**config.mk**
```make
export PLATFORM = sky130hd
export DESIGN_NAME = obi_mem_arbiter
export DESIGN_NICKNAME = d
export VERILOG_FILES = /design/src/rtl/obi_mem_arbiter.sv
export SDC_FILE = /design/constraint.sdc
export NUM_CORES = 1
export LEC_CHECK = 0
export BUFFER_PORTS_ARGS = -buffer_cell sky130_fd_sc_hd__buf_2
export CELL_PAD_IN_SITES_DETAIL_PLACEMENT = 2
export CELL_PAD_IN_SITES_GLOBAL_PLACEMENT = 2
export CORE_MARGIN = 2
export CORE_UTILIZATION = 11
export CTS_CLUSTER_DIAMETER = 100
export CTS_CLUSTER_SIZE = 30
export DETAILED_ROUTE_END_ITERATION = 8
export PLACE_DENSITY_LB_ADDON = 0.12
export SETUP_SLACK_MARGIN = 0.4
export SLEW_MARGIN = 30
export SYNTH_ARGS = -nofsm -noshare
export SYNTH_HDL_FRONTEND = slang
export SYNTH_SLANG_ARGS = --single-unit
```
**constraint.sdc**
```tcl
create_clock -name clk -period 1.6 [get_ports clk]
set_input_delay 0.08 -clock clk [delete_from_list [all_inputs] [get_ports clk]]
set_output_delay 0.08 -clock clk [all_outputs]
set_load 0.03 [all_outputs]
```
**src/rtl/obi_mem_arbiter.sv**
```systemverilog
// Two-to-one OBI arbiter: round-robin between Ibex instr/data ports onto one memory slave,
// responses routed in order through an ID FIFO. Optional grant counters: MEM_ARB_STATS_EN.
module obi_mem_arbiter #(
    parameter int unsigned MAX_OUTST = 2,
    parameter int unsigned ADDR_W    = 32
) (
    input  logic              clk,
    input  logic              rst,
    input  logic              instr_req_i,
    output logic              instr_gnt_o,
    output logic              instr_rvalid_o,
    input  logic [ADDR_W-1:0] instr_addr_i,
    input  logic              data_req_i,
    output logic              data_gnt_o,
    output logic              data_rvalid_o,
    input  logic              data_we_i,
    input  logic [3:0]        data_be_i,
    input  logic [ADDR_W-1:0] data_addr_i,
    input  logic [31:0]       data_wdata_i,
    output logic [31:0]       rdata_o,
    output logic              err_o,
    output logic              mem_req_o,
    input  logic              mem_gnt_i,
    input  logic              mem_rvalid_i,
    output logic              mem_we_o,
    output logic [3:0]        mem_be_o,
    output logic [ADDR_W-1:0] mem_addr_o,
    output logic [31:0]       mem_wdata_o,
    input  logic [31:0]       mem_rdata_i,
    input  logic              mem_err_i
`ifdef MEM_ARB_STATS_EN
    ,
    output logic [31:0]       stat_instr_cnt_o,
    output logic [31:0]       stat_data_cnt_o
`endif
);

    localparam int unsigned CntW = $clog2(MAX_OUTST + 1);
    localparam int unsigned PtrW = (MAX_OUTST > 1) ? $clog2(MAX_OUTST) : 1;
    localparam logic [CntW-1:0] MaxCnt  = CntW'(MAX_OUTST);
    localparam logic [PtrW-1:0] LastPtr = PtrW'(MAX_OUTST - 1);

    // ID FIFO entries: 1 = data port, 0 = instruction port
    logic [MAX_OUTST-1:0] id_q;
    logic [PtrW-1:0]      wr_ptr_q, rd_ptr_q;
    logic [CntW-1:0]      count_q, count_d;
    logic                 lock_q, lock_id_q, last_q;

    logic any_req, win_data, push, pop, head_data;

    function automatic logic [PtrW-1:0] ptr_inc(input logic [PtrW-1:0] ptr);
        return (ptr == LastPtr) ? '0 : ptr + 1'b1;
    endfunction

    always_comb begin
        any_req = instr_req_i | data_req_i;
        if (lock_q) begin
            win_data = lock_id_q;
        end else if (instr_req_i && data_req_i) begin
            win_data = ~last_q;
        end else begin
            win_data = data_req_i;
        end

        // A response this cycle frees a slot, so a full FIFO can still take a push
        mem_req_o = any_req & ((count_q < MaxCnt) | mem_rvalid_i);
        push      = mem_req_o & mem_gnt_i;
        pop       = mem_rvalid_i & (count_q != '0);
        head_data = id_q[rd_ptr_q];

        instr_gnt_o    = push & ~win_data;
        data_gnt_o     = push & win_data;
        instr_rvalid_o = pop & ~head_data;
        data_rvalid_o  = pop & head_data;
        rdata_o        = mem_rdata_i;
        err_o          = mem_err_i;

        mem_we_o    = 1'b0;
        mem_be_o    = 4'h0;
        mem_addr_o  = '0;
        mem_wdata_o = '0;
        if (any_req) begin
            if (win_data) begin
                mem_we_o    = data_we_i;
                mem_be_o    = data_be_i;
                mem_addr_o  = data_addr_i;
                mem_wdata_o = data_wdata_i;
            end else begin
                mem_be_o   = 4'hF;
                mem_addr_o = instr_addr_i;
            end
        end

        unique case ({push, pop})
            2'b10:   count_d = count_q + 1'b1;
            2'b01:   count_d = count_q - 1'b1;
            default: count_d = count_q;
        endcase
    end

    always_ff @(posedge clk or negedge rst) begin
        if (!rst) begin
            id_q      <= '0;
            wr_ptr_q  <= '0;
            rd_ptr_q  <= '0;
            count_q   <= '0;
            lock_q    <= 1'b0;
            lock_id_q <= 1'b0;
            last_q    <= 1'b0;
        end else begin
            count_q <= count_d;
            if (push) begin
                id_q[wr_ptr_q] <= win_data;
                wr_ptr_q       <= ptr_inc(wr_ptr_q);
                last_q         <= win_data;
                lock_q         <= 1'b0;
            end else if (mem_req_o) begin
                // Request stalled by the slave: hold this winner until its grant
                lock_q    <= 1'b1;
                lock_id_q <= win_data;
            end
            if (pop) begin
                rd_ptr_q <= ptr_inc(rd_ptr_q);
            end
        end
    end

`ifdef MEM_ARB_STATS_EN
    logic [31:0] stat_instr_q, stat_data_q;

    always_ff @(posedge clk or negedge rst) begin
        if (!rst) begin
            stat_instr_q <= '0;
            stat_data_q  <= '0;
        end else begin
            if (instr_gnt_o) stat_instr_q <= stat_instr_q + 32'd1;
            if (data_gnt_o)  stat_data_q  <= stat_data_q + 32'd1;
        end
    end

    assign stat_instr_cnt_o = stat_instr_q;
    assign stat_data_cnt_o  = stat_data_q;
`endif

`ifndef SYNTHESIS
    always_ff @(posedge clk) begin
        if (rst) begin
            assert (!(mem_rvalid_i && count_q == '0))
            else $warning("obi_mem_arbiter: response with no outstanding transaction dropped");
        end
    end
`endif

endmodule
```
# [Word level (Yosys, flattened, before mapping)]
# Index checks and enable logic that the tools add are counted.
[op_classes] add_sub_neg=4 order_cmp=4 n_eq_ne=2 muxes=20 bitwise=13 reduce_logical=6
[op_table] cell="$mux 32" n=4
[op_table] cell="$mux 1" n=11
[op_table] cell="$mux 4" n=2
[op_table] cell="$and 1x1->1" n=7
[op_table] cell="$reduce_bool 2->1" n=3
[op_table] cell="$lt 1x2->1 const B" n=2
[op_table] cell="$not 1->1" n=4
[op_table] cell="$pmux 2 s2" n=1
[op_table] cell="$add 1x1->1 const B" n=2
[op_table] cell="$add 2x1->2 const B" n=1
[op_table] cell="$bwmux 2" n=1
[op_table] cell="$eq 2x1->1 const B" n=1
[op_table] cell="$eq 2x2->1 const B" n=1
[op_table] cell="$logic_and 1x1->1" n=2
[op_table] cell="$lt 2x2->1 const B" n=1
[op_table] cell="$or 1x1->1" n=2
[op_table] cell="$reduce_and 2->1" n=1
[op_table] cell="$sub 2x1->2 const B" n=1
[op_table] cell="$demux 1 s1" n=1
[op_table] cell="$ge 1x1->1 const B" n=1
[totals] regBits=9 input_bits=140 out_inout_bits=107 elab_cells=56

# [Depth between registers and ports, before layout]
[logic_depth] ltp_word=6 depth_mapped=7

# [Least setup slack after synthesis]
# No wires, ideal clock.
[synth_timing] path_type="register to output" from="register lock_q" to="output mem_addr_o[11]" arrival_ps=1633 required_time_ps=1520 slack_ps=-113 path_stages_with_launch=6 n_path_buf=2 path_cell_list="dfrtp_1 -> nor2b_1 -> a22oi_2 -> buf_4 -> buf_6 -> mux2i_1"
[synth_between] elab_chain_len=3
[synth_rtl] item="start, declared" line="47" source="logic lock_q, lock_id_q, last_q;"
[synth_rtl] item="start signal, assigned" line="107" source="lock_q <= 1'b0;"
[synth_rtl] item="start signal, assigned" line="116" source="lock_q <= 1'b0;"
[synth_rtl] item="start signal, assigned" line="119" source="lock_q <= 1'b1;"
[synth_rtl] item="$mux 1" line="57" source="if (lock_q) begin"
[synth_rtl] item="$mux 32" line="83" source="if (win_data) begin"
[synth_rtl] item="$mux 32" line="82" source="if (any_req) begin"
[synth_rtl] item="end, declared" line="27" source="output logic [ADDR_W-1:0] mem_addr_o,"
# No other way between the ends.

# [Worst setup path after layout]
[layout_timing] from="register lock_q" to="output mem_addr_o[22]"
# The elaborated chain is that of the path after synthesis.

==> results.py <==
metrics = {
    "global_route": {
        "antenna_found_initial": 0,
        "grt_pass1_vias": 2470,
        "grt_max_degree": 39,
        "groute.usage.overall_pct": 9.25,
        "grt_pass1_wl_um": 12100,
        "overflow": 0,
    },
    "critical_path": {
        "cp.required_ns": 1.52,
        "rr_worst_depth": 5,
        "critical_path.startpoint_type": "flop",
        "worstSetupPathType": "reg -> out",
        "path_common_cell": "buf_6",
        "r2r_slack_ns": 0.28,
        "reg2reg_from": "lock_q",
        "path_buf_inv": 3,
        "end_kind": "output pin",
        "r2r-end": "id_q[1]",
        "cpPeakStageDelay_ns": 0.43,
        "path_cells": "a22oi_2 > buf_6 > buf_12 > mux2i_4 > buf_6",
        "worstPathArrival_ns": 1.68,
        "crit_slowest_cell": "dfrtp_2",
        "cp_max_fo": 8,
        "crit_family": "buffers and inverters",
    },
    "synth": {
        "synth_top_cells_by_area": "mux2i_1 (20%), buf_4 (15%), nand2_1 (15%)",
        "seq_area_frac_synth_pct": 13.6,
        "synth_fp_nets": 369,
        "syn_inst": 228,
        "yosysWarnings": 0,
        "synthFlopType": "dfrtp_1",
        "syn_area_um2": 1650,
        "ys_ff_latch": 9,
        "avgSynthCellArea_um2": 7.24,
        "ys_async_sr_fraction_pct": 100,
        "yosysTopAreaCell": "mux2i_1",
        "synth-edff-count": 0,
        "yosys-top-cells-count": "nand2_1 (65), and2_1 (34), buf_4 (34)",
        "synth_cell_type_count": 26,
        "synth.most_common_cell": "nand2_1",
        "netlist.area_leader.share_pct": 20.0,
    },
    "timing": {
        "slew_headroom_pct": 83.7,
        "fmax_mhz": 570,
        "tns_ns": -8.48,
        "worst_slack_ns": -0.155,
        "rsz0062_at_grt": "yes",
        "fin_crit_sh_pct": 110,
        "fin_skew_ns": 0.00191,
        "setup_violations": 70,
        "hold_violations": 0,
        "min_period_ns": 1.76,
        "slew_violations": 0,
        "tightest_slew_ns": 0.239,
    },
    "layout": {
        "layout-drive-gt1-share_pct": 75.7,
        "areaGrowthSynthToFinish_pct": 134,
        "ff_latch_area_um2": 228,
        "multi_input_area_um2": 1580,
        "fin_util_pct": 26.5,
        "num_antenna_cells": 0,
        "num-nets-final": 537,
        "fill_cells": 1669,
    },
    "die": {
        "design.core.area_um2": 14600,
        "rows": 44,
        "die_y_um": 126,
        "fp.dieArea_um2": 16000,
        "die_w_um": 126,
        "io_pins": 247,
        "start_util_pct": 11.3,
    },
    "drt": {
        "drtAntennaViolNets": 0,
        "viasPerCell": 3.79,
        "dr.pass1.iters": 2,
        "routed_wl_um": 7730,
        "via_count": 2195,
        "drc": 0,
        "wl_per_cell_um": 13.4,
        "drt_iter0_markers": 25,
    },
    "clock_network": {
        "cts_tree": "built",
        "numClockSinks": 9,
        "clk_pin_slew_ns": 0.04,
        "clk_latency_ns": 0.23,
        "cts_made_buffers": 3,
        "clk_path_buf_depth": 2,
        "htree_levels": 1,
        "clockRootBuffer": "clkbuf_16",
    },
    "power": {
        "swShare_pct": 43.8,
        "pwr-share-clk_pct": 7.6,
        "power_density_nw_per_um2": 1520,
        "ir_drop_mv": 0.515,
        "switchingPower_mw": 2.58,
        "leakage_nw": 1.87,
        "cellInternalPower_mw": 3.31,
        "p_comb_share_pct": 84.4,
        "p_seq_share_pct": 8.0,
    },
    "outcome": {
        "status": "finished, violations left",
        "violations": "setup timing",
    },
    "placed_design": {
        "gp_congestion": 0.647,
        "portBuffers": 180,
        "hpwl_um": 6440,
    },
    "flow_run": {
        "maxCapViolations": 0,
    },
    "hold_path": {
        "min_path_cells": 0,
        "hold_path_end": "rdata_o[10]",
        "hold_path_class": "in -> out",
        "min-delay-start": "mem_rdata_i[10]",
    },
}
[per-layer routing]
layer	vias to the layer above	GRT usage, %	part of all wire, %
met1	1002	9.07	33
li1	1040	-	-
met5	-	0	0
met4	0	2.13	1.3
met2	141	17.0	50
met3	12	5.10	15
[metrics by stage]
stage	std cells	setup WS, ns	area (um2)	hold slack, ns	power [mW]
3_5_place_dp	560	-0.00668	3080	-0.0430	4.40
2_1_floorplan	228	0.0896	2100	-0.216	3.44
5_1_grt	579	-0.251	3870	0.160	6.21
6_report	579	-0.155	3870	0.160	5.89
4_1_cts	578	-0.192	3830	0.160	5.95
3_3_place_gp	560	0.0301	3080	-0.0487	4.35
[power by group through the flow]
stage	Combinational [mW]	Clock [mW]	Sequential, mW
after global placement	3.89	0	0.457
after global routing	5.26	0.469	0.489
after CTS	5.02	0.456	0.477
after floorplan	3.01	0	0.436
final	4.97	0.445	0.473
after detailed placement	3.94	0	0.460
[state kept, by name, indices dropped and copies added (netlist names)]
| register | cells |
|---|---|
| count_q | 2 |
| id_q | 2 |
| last_q | 1 |
| lock_id_q | 1 |
| lock_q | 1 |
| rd_ptr_q | 1 |
| wr_ptr_q | 1 |
[logic make-up after synthesis]
logic type / Yosys count / share of synthesized area (%)
adder cells (fa/ha/maj): 1 / 0.758
multiplexers: 35 / 21.4
buffers and inverters: 50 / 21.7
XOR/XNOR: 5 / 2.65
AO/OA/AOI/OAI: 14 / 7.28
flip-flops: 9 / 13.6
AND/OR/NAND/NOR: 114 / 32.6
[worst max path at each step]
| stage | from | end | slack, ns | cells past startpoint |
|---|---|---|---|---|
| finish | lock_q | mem_addr_o[22] | -0.16 | 5 |
| CTS | lock_q | mem_addr_o[22] | -0.19 | 5 |
| detailed placement | lock_q | mem_addr_o[22] | -0.007 | 6 |
| global placement | lock_q | mem_addr_o[22] | 0.03 | 6 |
| global route | lock_q | mem_wdata_o[20] | -0.25 | 7 |
| floorplan | lock_q | mem_addr_o[11] | 0.09 | 5 |
[area by class of cell]
type / count / share of cell area [%]
clock buffers: 4 / 2.04
inverters: 2 / 0.194
multi-input cells: 169 / 40.8
flip-flops and latches: 9 / 5.88
well taps: 184 / 5.95
repair buffers: 211 / 45.1
[cells in the final DEF (no fill, tap or decap), types with 3 or more instances in the layout]
cell | netlist | final
a31oi_1 | 4 | 4
and2_2 | 0 | 6
and2_4 | 0 | 27
buf_12 | 0 | 8
buf_2 | 10 | 106
buf_4 | 34 | 15
buf_6 | 4 | 79
clkbuf_16 | 0 | 3
dfrtp_1 | 9 | 7
mux2i_2 | 0 | 7
mux2i_4 | 0 | 26
nand2_1 | 65 | 65
nor2b_1 | 5 | 3
o21a_1 | 5 | 5
[what timing repair did]
item / in CTS / in global routing
pin swaps: 12 / 6
endpoints found under the setup margin: 80 / 80
gates cloned: 1 / 0
hold buffers: 1 / 0
gates resized for setup: 169 / 4
buffers inserted: 12 / 1
endpoints found under the hold margin: 9 / 0
No activity file was read; power rests on OpenSTA's default activity.
